**config.mk**
```make
export PLATFORM = sky130hd
export DESIGN_NAME = flag_unit
export DESIGN_NICKNAME = d
export VERILOG_FILES = /design/src/rtl/flag_unit_pkg.sv /design/src/rtl/flag_unit_calc.sv /design/src/rtl/flag_unit.sv
export SDC_FILE = /design/constraint.sdc
export NUM_CORES = 1
export LEC_CHECK = 0
export BUFFER_PORTS_ARGS = -buffer_cell sky130_fd_sc_hd__buf_2
export CAP_MARGIN = 20
export CELL_PAD_IN_SITES_DETAIL_PLACEMENT = 1
export CELL_PAD_IN_SITES_GLOBAL_PLACEMENT = 1
export CORE_UTILIZATION = 16
export CTS_BUF_LIST = sky130_fd_sc_hd__clkbuf_8
export DETAILED_ROUTE_END_ITERATION = 16
export GPL_TIMING_DRIVEN = 0
export HOLD_SLACK_MARGIN = 0.12
export PLACE_DENSITY_LB_ADDON = 0.2
export SYNTH_ARGS = -nofsm -noshare
export SYNTH_HDL_FRONTEND = slang
export SYNTH_SLANG_ARGS = --single-unit
```
**constraint.sdc**
```tcl
create_clock -name clk -period 1.1 [get_ports clk]
set_input_delay 0.22 -clock clk [delete_from_list [all_inputs] [get_ports clk]]
set_output_delay 0.22 -clock clk [all_outputs]
set_load 0.005 [all_outputs]
```
**src/rtl/flag_unit_pkg.sv**
```systemverilog
`default_nettype none
// ============================================================================
// Module      : flag_unit_pkg
// Description : Opcodes, flag bit indices and write-mask encodings shared by
//               the flag producer and its combinational calculator.
// Revision    : 1.0 - initial release
// ============================================================================
package flag_unit_pkg;

    localparam logic [3:0] ADD = 4'b0000;
    localparam logic [3:0] SUB = 4'b0001;
    localparam logic [3:0] XOR = 4'b0010;
    localparam logic [3:0] SLL = 4'b0100;
    localparam logic [3:0] SRA = 4'b0101;
    localparam logic [3:0] ROR = 4'b0110;

    localparam int FLAG_N = 2;
    localparam int FLAG_V = 1;
    localparam int FLAG_Z = 0;

    localparam logic [2:0] MASK_NVZ  = 3'b111;
    localparam logic [2:0] MASK_Z    = 3'b001;
    localparam logic [2:0] MASK_NONE = 3'b000;

    // Which architectural flags an opcode is allowed to update.
    function automatic logic [2:0] op_mask(input logic [3:0] op);
        logic [2:0] m;
        case (op)
            ADD, SUB:           m = MASK_NVZ;
            XOR, SLL, SRA, ROR: m = MASK_Z;
            default:            m = MASK_NONE;
        endcase
        return m;
    endfunction

endpackage
`default_nettype wire

```
**src/rtl/flag_unit_calc.sv**
```systemverilog
`default_nettype none
// ============================================================================
// Module      : flag_calc
// Description : Combinational N/V/Z computation and write mask per ALU op.
// Revision    : 1.0 - initial release
// ============================================================================
module flag_calc
    import flag_unit_pkg::*;
#(
    parameter int DATA_W = 16
) (
    input  logic [3:0]        op,
    input  logic [DATA_W-1:0] op_a,
    input  logic [DATA_W-1:0] op_b,
    input  logic [DATA_W-1:0] raw_result,
    input  logic [DATA_W-1:0] result,
    output logic [2:0]        mask,
    output logic [2:0]        flags
);

    logic w_sign_a;
    logic w_sign_b;
    logic w_sign_raw;
    logic w_unused_bits;

    assign w_sign_a   = op_a[DATA_W-1];
    assign w_sign_b   = op_b[DATA_W-1];
    assign w_sign_raw = raw_result[DATA_W-1];

    // Only operand sign bits matter for overflow detection.
    assign w_unused_bits = &{1'b0, op_a[DATA_W-2:0], op_b[DATA_W-2:0],
                             raw_result[DATA_W-2:0]};

    always_comb begin
        flags         = 3'b000;
        flags[FLAG_Z] = (result == '0);
        flags[FLAG_N] = result[DATA_W-1];
        case (op)
            ADD:     flags[FLAG_V] = (w_sign_a == w_sign_b) && (w_sign_raw != w_sign_a);
            SUB:     flags[FLAG_V] = (w_sign_a != w_sign_b) && (w_sign_raw != w_sign_a);
            default: flags[FLAG_V] = 1'b0;
        endcase
        mask = op_mask(op);
    end

endmodule
`default_nettype wire

```
**src/rtl/flag_unit.sv**
```systemverilog
`default_nettype none
// ============================================================================
// Module      : flag_unit
// Description : Stages computed N/V/Z updates one cycle, then commits them
//               under write mask to the architectural flag register.
// Revision    : 1.0 - initial release
// ============================================================================
module flag_unit
    import flag_unit_pkg::*;
#(
    parameter int DATA_W = 16
) (
    input  logic              clk,
    input  logic              rst,
    input  logic              alu_valid,
    input  logic [3:0]        alu_op,
    input  logic [DATA_W-1:0] op_a,
    input  logic [DATA_W-1:0] op_b,
    input  logic [DATA_W-1:0] raw_result,
    input  logic [DATA_W-1:0] result,
    input  logic              stall,
    input  logic              flush,
    output logic [2:0]        flags,
    output logic              flags_busy
);

    logic [2:0] w_mask;
    logic [2:0] w_calc_flags;

    logic       r_stage_valid;
    logic [2:0] r_stage_mask;
    logic [2:0] r_stage_flags;
    logic [2:0] r_flags;

    flag_calc #(
        .DATA_W (DATA_W)
    ) u_calc (
        .op         (alu_op),
        .op_a       (op_a),
        .op_b       (op_b),
        .raw_result (raw_result),
        .result     (result),
        .mask       (w_mask),
        .flags      (w_calc_flags)
    );

    always_ff @(posedge clk) begin
        if (rst) begin
            r_stage_valid <= 1'b0;
            r_stage_mask  <= MASK_NONE;
            r_stage_flags <= 3'b000;
            r_flags       <= 3'b000;
        end else if (flush) begin
            r_stage_valid <= 1'b0;
        end else if (!stall) begin
            // Commit of the old entry and capture of the new one share an edge.
            if (r_stage_valid) begin
                r_flags <= (r_flags & ~r_stage_mask) | (r_stage_flags & r_stage_mask);
            end
            r_stage_valid <= alu_valid && (w_mask != MASK_NONE);
            if (alu_valid) begin
                r_stage_mask  <= w_mask;
                r_stage_flags <= w_calc_flags;
            end
        end
    end

    assign flags      = r_flags;
    assign flags_busy = r_stage_valid;

endmodule
`default_nettype wire
```
==> summary.txt, run 1 <==
Setup path
  • Cell family contributing the most delay on the critical path: flip-flops
  • R2R depth: 3
  • Critical Path RT: 1.20 ns
  • CP max stage cell: dfxtp_1
  • Critical Path Stages: 3
  • WS Path Type: flip-flop to flip-flop
  • Crit path DAT: around 1.1 ns
  • Critical-path cell list: and4bb_2, mux2i_1, nor2_1
  • Critical-path maximum fanout: 4
  • Crit-path max cell delay: ~0.36 ns
  • Critical Path Source Type: flip-flop
  • Buf+Inv Stages, Crit Path: 0
  • Setup crit end kind: flip-flop

Yosys
  • Syn nets: roughly 120
  • Register bit total from synthesis: 9
  • Ys Warns: 0
  • Post-synth cell types: 19
  • Post-Syn Instances: 46
  • Synthesized cell area: ~450 um2
  • Post-synthesis average cell area: roughly 9.8 um2
  • Sequential share of the synthesized area: 0.4011

STA
  • FMAX: around 0.98 GHz
  • Endpoints failing setup: 0
  • Worst Clk Skew: approximately 0.00036 ns
  • Worst-Margin Slew: a little under 0.5 ns
  • Hold slack final: around 0.24 ns
  • Fin. Hold Viols: 0
  • Final period utilization: 0.9280
  • Slew Viols, Final: 0
  • Min cycle time layout: a little over 1 ns
  • Worst slew margin: 0.6784
  • RSZ-0062 raised after global routing: no

Clock tree
  • Latest clock arrival within the worst-skew pair: ~0.23 ns
  • H-Tree Level Count: 1
  • CTS tree: done
  • CTS Hold Bufs: 0
  • Clock sink count: 9
  • Total CTS buffers: 3
  • Post-CTS setup repair buffer count: 0
  • CTS-repair resized insts: 0
  • Clock Pin Slew Worst Setup and Hold Paths: 0.04 ns
  • Clock root cell: clkbuf_8
  • Longest Clk Path Bufs: 2

Power
  • Lkg Pwr: about 0.00029 uW
  • Power Dens Cells: about 1200 mW/mm2
  • Peak VDD IR: between 0.3 and 0.4 mV

Routing
  • Highest Signal Layer: met4
  • Routed WL: 1108 um
  • M1 WL: between 400 and 500 um
  • Met3 wire len: around 130 um
  • Drc violations: 0
  • Post-route ant nets: 0
  • Wirelength per Cell: ~10 um
  • Drt via density: around 4.3
  • Vias post-DR: around 480
  • 1st-pass router iterations: 3
  • DRT iter0 DRCs: 5
  • Met2 routed WL: around 460 um

Global route
  • Aggregate global-route resource usage: 0.08475
  • Antenna violations before repair: 0
  • First-pass GRT wire length: around 1800 um
  • Largest net degree at the start of global routing: 11
  • Gr ovfl total: 0
  • Number of global-route vias before repair: around 470

Floorplanning
  • Rows: 18
  • Ports: 77
  • Die width: ~55 um
  • Chip Height: about 55 um
  • Die ar.: ~0.0030 mm2
  • Initial core utilization: 0.1750
  • Core area: 0.002567 mm2

Place
  • Routability cong.: ~0.64
  • DP Wirelength: between 900 and 1000 um
  • Port Buffers: 31
  • Placed cell count: roughly 110

Finish
  • Most frequent cells in the layout: buf_2, dfxtp_1, mux2i_1, nor2_1
  • Share of cells above drive strength 1: 0.4815
  • Antenna Cells: 0
  • Commonest non-fill, non-tap cell in the layout: buf_2
  • Post-Layout Cell Count: 111
  • Final nets: roughly 160
  • Fillers: ~330
  • Area growth syn-to-layout: 52.92%

Run
  • Total of max-cap violations: 0

Worst hold path
  • Hold Crit Class: primary input to flip-flop
  • Hold depth: 2

Run status
  • Status: complete, no violations
cells by family (layout without fill, tap and decap cells):
group / count (synthesis) / count (layout) / share of synthesized area
xor+xnor: 1 / 1 / 0.01950
simple gates: 23 / 23 / 0.3231
compound gates: 4 / 4 / 0.08357
flops: 9 / 9 / 0.4011
buf+inv: 2 / 37 / 0.01670
mux: 7 / 7 / 0.1560
layer usage:
layer / GRT usage / vias to the layer above
li1: - / 237
met2: 0.1406 / 32
met3: 0.01639 / 4
met1: 0.09061 / 208
met5: 0 / -
met4: 0.07500 / 0
cell usage after synthesis:
library cell | instances | share of area
nand4_1 | 1 | 0.014
nand2_1 | 2 | 0.017
clkbuf_1 | 1 | 0.0083
dfxtp_1 | 9 | 0.40
a21oi_1 | 1 | 0.011
mux2i_1 | 7 | 0.16
nor2_1 | 7 | 0.059
nor4_1 | 3 | 0.042
inv_1 | 1 | 0.0083
nor2b_1 | 2 | 0.028
nor3b_4 | 1 | 0.042
a22oi_1 | 1 | 0.017
o32ai_2 | 1 | 0.036
xnor2_1 | 1 | 0.020
nor3_1 | 3 | 0.033
and4bb_2 | 2 | 0.056
o32ai_1 | 1 | 0.020
nand2b_1 | 1 | 0.014
and2b_2 | 1 | 0.020
worst paths after layout:
path | start | endpoint | slack [ns]
setup / recovery | flags_busy | flip-flop | 0.08
hold / removal | flush | flags_busy | 0.24
setup reg to reg | flags_busy | flip-flop | 0.08
hold reg to reg | r_stage_flags[0] | r_stage_flags[0] | 0.48
cell type report:
type / count / area, um2 / share of cell area
inverter: 1 / 3.754 / 0.005464
clock inverter: 1 / 3.754 / 0.005464
sequential: 9 / 180.2 / 0.2623
tap: 30 / 37.54 / 0.05464
timing repair buffer: 31 / 155.1 / 0.2259
buffer: 1 / 3.754 / 0.005464
multi-input combinational: 35 / 261.5 / 0.3807
clock buffer: 3 / 41.29 / 0.06011
per-stage QoR:
step	setup slack (ns)	utilization	TNS (ns)	instance area [um2]	power, uW
2_1_floorplan	0.1325	-	0	449.2	377.1
3_3_place_gp	-0.1526	0.2500	-0.4955	641.9	437.9
6_report	0.07920	0.2675	0	686.9	798.1
3_5_place_dp	-0.1373	0.2500	-0.4925	641.9	439.6
5_1_grt	0.02100	0.2675	0	686.9	838.0
4_1_cts	0.06271	0.2675	0	686.9	814.8
report_power, final:
group | total (uW) | leakage [uW] | internal [uW] | switching [uW]
sequential | 333 | 0.0000726 | 331 | 1.67
combinational | 99.6 | 0.000195 | 57.0 | 42.6
clock | 366 | 0.0000269 | 242 | 124
total | 798 | 0.000294 | 630 | 168
No activity file was read; power rests on OpenSTA's default activity.
==> run 2: changes to the inputs <==
BUFFER_PORTS_ARGS = default   (was -buffer_cell sky130_fd_sc_hd__buf_2)
CORE_AREA = 2 2 39 41   (was default)
CORE_UTILIZATION = default   (was 16)
DIE_AREA = 0 0 41 43   (was default)
DONT_BUFFER_PORTS = 1   (was default)
==> run 2 against run 1 <==
Wire length down 12%. Highest routed layer unchanged. Critical path type unchanged. Cell area shrank 24%. Combinational power shrank 53%.
==> summary.txt, run 2 (same netlist as run 1, synthesis figures left out) <==
STA
  • Min cycle time layout: approximately 1.0 ns
  • RSZ-0062 raised after global routing: no
  • Fin. Hold Viols: 0
  • Slew Viols, Final: 0
  • FMAX: between 0.9 and 1 GHz
  • Worst-Margin Slew: between 0.4 and 0.5 ns
  • Accumulated negative setup slack: 0 ns
  • Worst slew margin: 0.7127
  • Final period utilization: 0.9527
  • Fin worst setup slack: about 0.052 ns
  • Endpoints failing setup: 0
  • Worst Clk Skew: 0.002549 ns

Finish
  • Commonest non-fill, non-tap cell in the layout: dfxtp_1
  • Most frequent cells in the layout: dfxtp_1, mux2i_1, nor2_1
  • Antenna Cells: 0
  • Share of cells above drive strength 1: 0.1569
  • Area growth syn-to-layout: 16.71%
  • Final nets: ~130

Power
  • Power Dens Cells: about 1400 mW/mm2
  • Peak VDD IR: around 0.6 mV
  • Part of the power in registers: 0.447
  • Clk network pwr share: 0.490
  • Net Switching: between 100 and 150 uW
  • Sw Ratio: 0.1961
  • Lkg Pwr: ~0.00017 uW
  • Cell-internal power: 599.7 uW
  • Comb power frac: 0.063

Floorplanning
  • Ports: 77
  • Core area: ~0.0014 mm2
  • Initial core utilization: 0.3246
  • Chip Height: ~43 um
  • Die ar.: between 0.0015 and 0.002 mm2
  • Die width: approximately 41 um
  • Rows: 14

Worst hold path
  • Hold Crit Class: primary input to flip-flop
  • Hold depth: 2

Routing
  • Post-route ant nets: 0
  • Routed WL: 977 um
  • Drc violations: 0
  • DRT iter0 DRCs: 2
  • 1st-pass router iterations: 3
  • Drt via density: about 5.7
  • Vias post-DR: 380
  • Wirelength per Cell: 14.58 um

Setup path
  • Critical Path Source: flags_busy
  • RR Startpoint: flags_busy
  • Setup crit end kind: flip-flop
  • WS Path Type: flip-flop to flip-flop
  • Critical-path maximum fanout: 4
  • FF-to-FF setup slack: between 0.05 and 0.06 ns
  • R2R depth: 3
  • Critical Path RT: approximately 1.2 ns
  • Crit path DAT: between 1 and 1.5 ns
  • Critical Path Source Type: flip-flop

Place
  • DP Worst Slack: 0.01528 ns
  • Routability cong.: about 0.61
  • Port Buffers: 0
  • DP Wirelength: 833.2 um

Global route
  • Largest net degree at the start of global routing: 11
  • First-pass GRT wire length: approximately 1400 um
  • Antenna violations before repair: 0
  • Aggregate global-route resource usage: 0.1293
  • Number of global-route vias before repair: 375
  • Gr ovfl total: 0

Clock tree
  • Total CTS buffers: 3
  • Clock root cell: clkbuf_8
  • Post-CTS setup repair buffer count: 0
  • H-Tree Level Count: 1
  • Clock Pin Slew Worst Setup and Hold Paths: roughly 0.040 ns
  • CTS tree: done
  • Latest clock arrival within the worst-skew pair: approximately 0.23 ns
  • Longest Clk Path Bufs: 2
  • Clock sink count: 9

Run
  • Total of max-cap violations: 0

Run status
  • Status: complete, no violations
-- run 2: worst min path at each step --
stage	start	endpoint	slack (ns)
after floorplan	flush	flags_busy	0.30
after global placement	flush	flags_busy	0.30
after detailed placement	flush	flags_busy	0.30
after CTS	result[15]	r_stage_flags[2]	0.15
after global routing	result[15]	r_stage_flags[2]	0.15
final	result[15]	r_stage_flags[2]	0.15
-- run 2: through the flow --
stage / total power (uW) / utilization / instances / instance area, um2 / hold WS, ns
floorplan: 377.1 / - / 46 / 449.2 / 0.2993
global placement: 381.9 / 0.3391 / 62 / 469.2 / 0.3013
detailed placement: 384.1 / 0.3391 / 62 / 469.2 / 0.3043
CTS: 761.4 / 0.3788 / 67 / 524.3 / 0.1503
global route: 779.9 / 0.3788 / 67 / 524.3 / 0.1523
finish: 746.0 / 0.3788 / 67 / 524.3 / 0.1506
-- run 2: per-layer routing --
layer,wire (um),global-route usage,share of wire
met2,452,0.1813,0.46
met3,131,0.04712,0.13
met4,24,0.1000,0.025
met5,0,0,0
met1,369,0.1508,0.38
-- run 2: what timing repair did --
action                                  in CTS  in global routing
hold buffers                                 1                  0
resized for setup                            0                  0
endpoints found under the hold margin        1                  0
endpoints found under the setup margin       0                  1
-- run 2: critical path, stage by stage, from the launching register on --
cell and delay [ns]:
dfxtp_1 0.37, and4bb_2 0.29, mux2i_1 0.20, nor2_1 0.05
-- run 2: final cells by class --
class	instances	area, um2
well taps	16	20.02
flip-flops and latches	9	180.2
inverters	1	3.754
multi-input cells	35	261.5
clock buffers	3	41.29
fillers	177	859.6
repair buffers	1	10.01
plain buffers	1	3.754
clock inverters	1	3.754
-- run 2: power by group through the flow --
stage	Sequential, uW	Combinational [uW]	Clock [uW]
after floorplan	338	39.0	0
after global placement	338	43.5	0
after detailed placement	339	45.1	0
after CTS	333	48.3	380
after global routing	333	52.8	394
final	333	47.2	366
==> run 3: changes to the inputs <==
RECOVER_POWER = 100   (was default)
==> run 3 against run 2 <==
Flip-flop and latch count is the same. Final cell count unchanged. Maximum frequency hardly changed. Wire length shrank 0.61%. Combinational power decreased by 3%. Sequential power hardly changed. First-iteration DRC count shrank 100%. Clock power about the same. Setup slack hardly changed. Count of clock-buffer cells in the layout unchanged. Largest power group unchanged. Highest routed layer unchanged.
==> summary.txt, run 3 (same netlist as run 1, synthesis figures left out) <==
Clock tree
  • H-Tree Level Count: 1
  • Post-CTS setup repair buffer count: 0
  • Clock root cell: clkbuf_8
  • CTS-repair resized insts: 0
  • Latest clock arrival within the worst-skew pair: 0.23 ns
  • Total CTS buffers: 3
  • Clock sink count: 9
  • CTS tree: done
  • Clock Pin Slew Worst Setup and Hold Paths: 0.04 ns
  • Longest Clk Path Bufs: 2

Place
  • Routability cong.: about 0.61
  • Port Buffers: 0
  • DP Wirelength: 833.2 um
  • DP Worst Slack: ~0.015 ns

Global route
  • Antenna violations before repair: 0
  • Largest net degree at the start of global routing: 11
  • First-pass GRT wire length: ~1400 um
  • Aggregate global-route resource usage: 0.1293
  • Gr ovfl total: 0
  • Number of global-route vias before repair: roughly 380

Routing
  • Routed WL: 971 um
  • Vias post-DR: about 380
  • DRT iter0 DRCs: 0
  • Drc violations: 0
  • Post-route ant nets: 0
  • Wirelength per Cell: about 14 um
  • Drt via density: between 5 and 6
  • 1st-pass router iterations: 1

Floorplanning
  • Ports: 77
  • Core area: about 0.0014 mm2
  • Die width: roughly 41 um
  • Rows: 14
  • Chip Height: ~43 um
  • Die ar.: roughly 0.0018 mm2
  • Initial core utilization: 0.3246

Setup path
  • Critical Path Source: flags_busy
  • Setup crit end kind: flip-flop
  • Critical-path maximum fanout: 4
  • Critical Path RT: 1.20 ns
  • Critical Path Source Type: flip-flop
  • Critical Path Stages: 3
  • Crit-path max cell delay: 0.37 ns
  • RR Startpoint: flags_busy
  • R2R depth: 3
  • Crit path DAT: roughly 1.2 ns
  • Cell family contributing the most delay on the critical path: flip-flops
  • Buf+Inv Stages, Crit Path: 0
  • CP max stage cell: dfxtp_1
  • FF-to-FF setup slack: approximately 0.052 ns
  • WS Path Type: flip-flop to flip-flop
  • Critical-path cell list: and4bb_2, mux2i_1, nor2_1

STA
  • RSZ-0062 raised after global routing: no
  • Accumulated negative setup slack: 0 ns
  • Endpoints failing setup: 0
  • FMAX: between 0.9 and 1 GHz
  • Worst Clk Skew: roughly 0.0029 ns
  • Min cycle time layout: between 1 and 1.5 ns
  • Fin worst setup slack: 0.05227 ns
  • Worst slew margin: 0.7280
  • Final period utilization: 0.9525
  • Worst-Margin Slew: about 0.41 ns
  • Slew Viols, Final: 0
  • Fin. Hold Viols: 0

Run
  • Total of max-cap violations: 0

Finish
  • Final nets: approximately 130
  • Fin util: 0.3734
  • Share of cells above drive strength 1: 0.1373
  • Antenna Cells: 0
  • Commonest non-fill, non-tap cell in the layout: dfxtp_1
  • Area growth syn-to-layout: 15.04%
  • Most frequent cells in the layout: dfxtp_1, mux2i_1, nor2_1

Worst hold path
  • Hold Crit Class: primary input to flip-flop

Power
  • Peak VDD IR: just under 0.6 mV
  • Power Dens Cells: 1438 mW/mm2
  • Lkg Pwr: between 0.00015 and 0.0002 uW
  • Power, Total: roughly 740 uW

Run status
  • Status: complete, no violations
-- run 3: worst min-delay path by stage --
stage | from | endpoint | slack [ns] | cells after the start
detailed placement | flush | flags_busy | 0.30 | 1
floorplan | flush | flags_busy | 0.30 | 1
CTS | result[15] | r_stage_flags[2] | 0.15 | 2
finish | result[15] | r_stage_flags[2] | 0.15 | 2
global route | result[15] | r_stage_flags[2] | 0.15 | 2
global placement | flush | flags_busy | 0.30 | 1
-- run 3: where the power goes --
group / switching [uW] / total, uW / internal (uW)
combinational: 19.6 / 45.7 / 26.1
clock: 122 / 364 / 242
sequential: 2.18 / 333 / 331
-- run 3: per-stage QoR --
stage | instance area, um2 | hold WS (ns) | cells
floorplan | 449.2 | 0.2993 | 46
global placement | 469.2 | 0.3013 | 62
detailed placement | 469.2 | 0.3043 | 62
CTS | 524.3 | 0.1503 | 67
global route | 516.7 | 0.1523 | 67
finish | 516.7 | 0.1492 | 67
-- run 3: final cells by class --
type                            count  area, um2
Sequential cell                     9      180.2
Inverter                            1      3.754
Clock buffer                        3      41.29
Clock inverter                      1      3.754
Timing Repair Buffer                1      10.01
Tap cell                           16      20.02
Buffer                              1      3.754
Fill cell                         177      867.1
Multi-Input combinational cell     35      254.0
-- run 3: what timing repair did --
item / CTS / global route
endpoints found under the hold margin: 1 / 0
hold buffers: 1 / 0
endpoints found under the setup margin: 0 / 1
-- run 3: worst reg2reg max path, cell delays in order (launching register included) --
cell	delay [ns]
dfxtp_1	0.37
and4bb_2	0.29
mux2i_1	0.20
nor2_1	0.05
-- run 3: metal layers --
metal | up-vias | part of all wire | wire [um] | track usage
li1 | 178 | - | - | -
met2 | 28 | 0.46 | 449 | 0.1813
met1 | 166 | 0.37 | 363 | 0.1508
met4 | 0 | 0.028 | 27 | 0.1000
met5 | - | 0 | 0 | 0
met3 | 3 | 0.13 | 131 | 0.04712
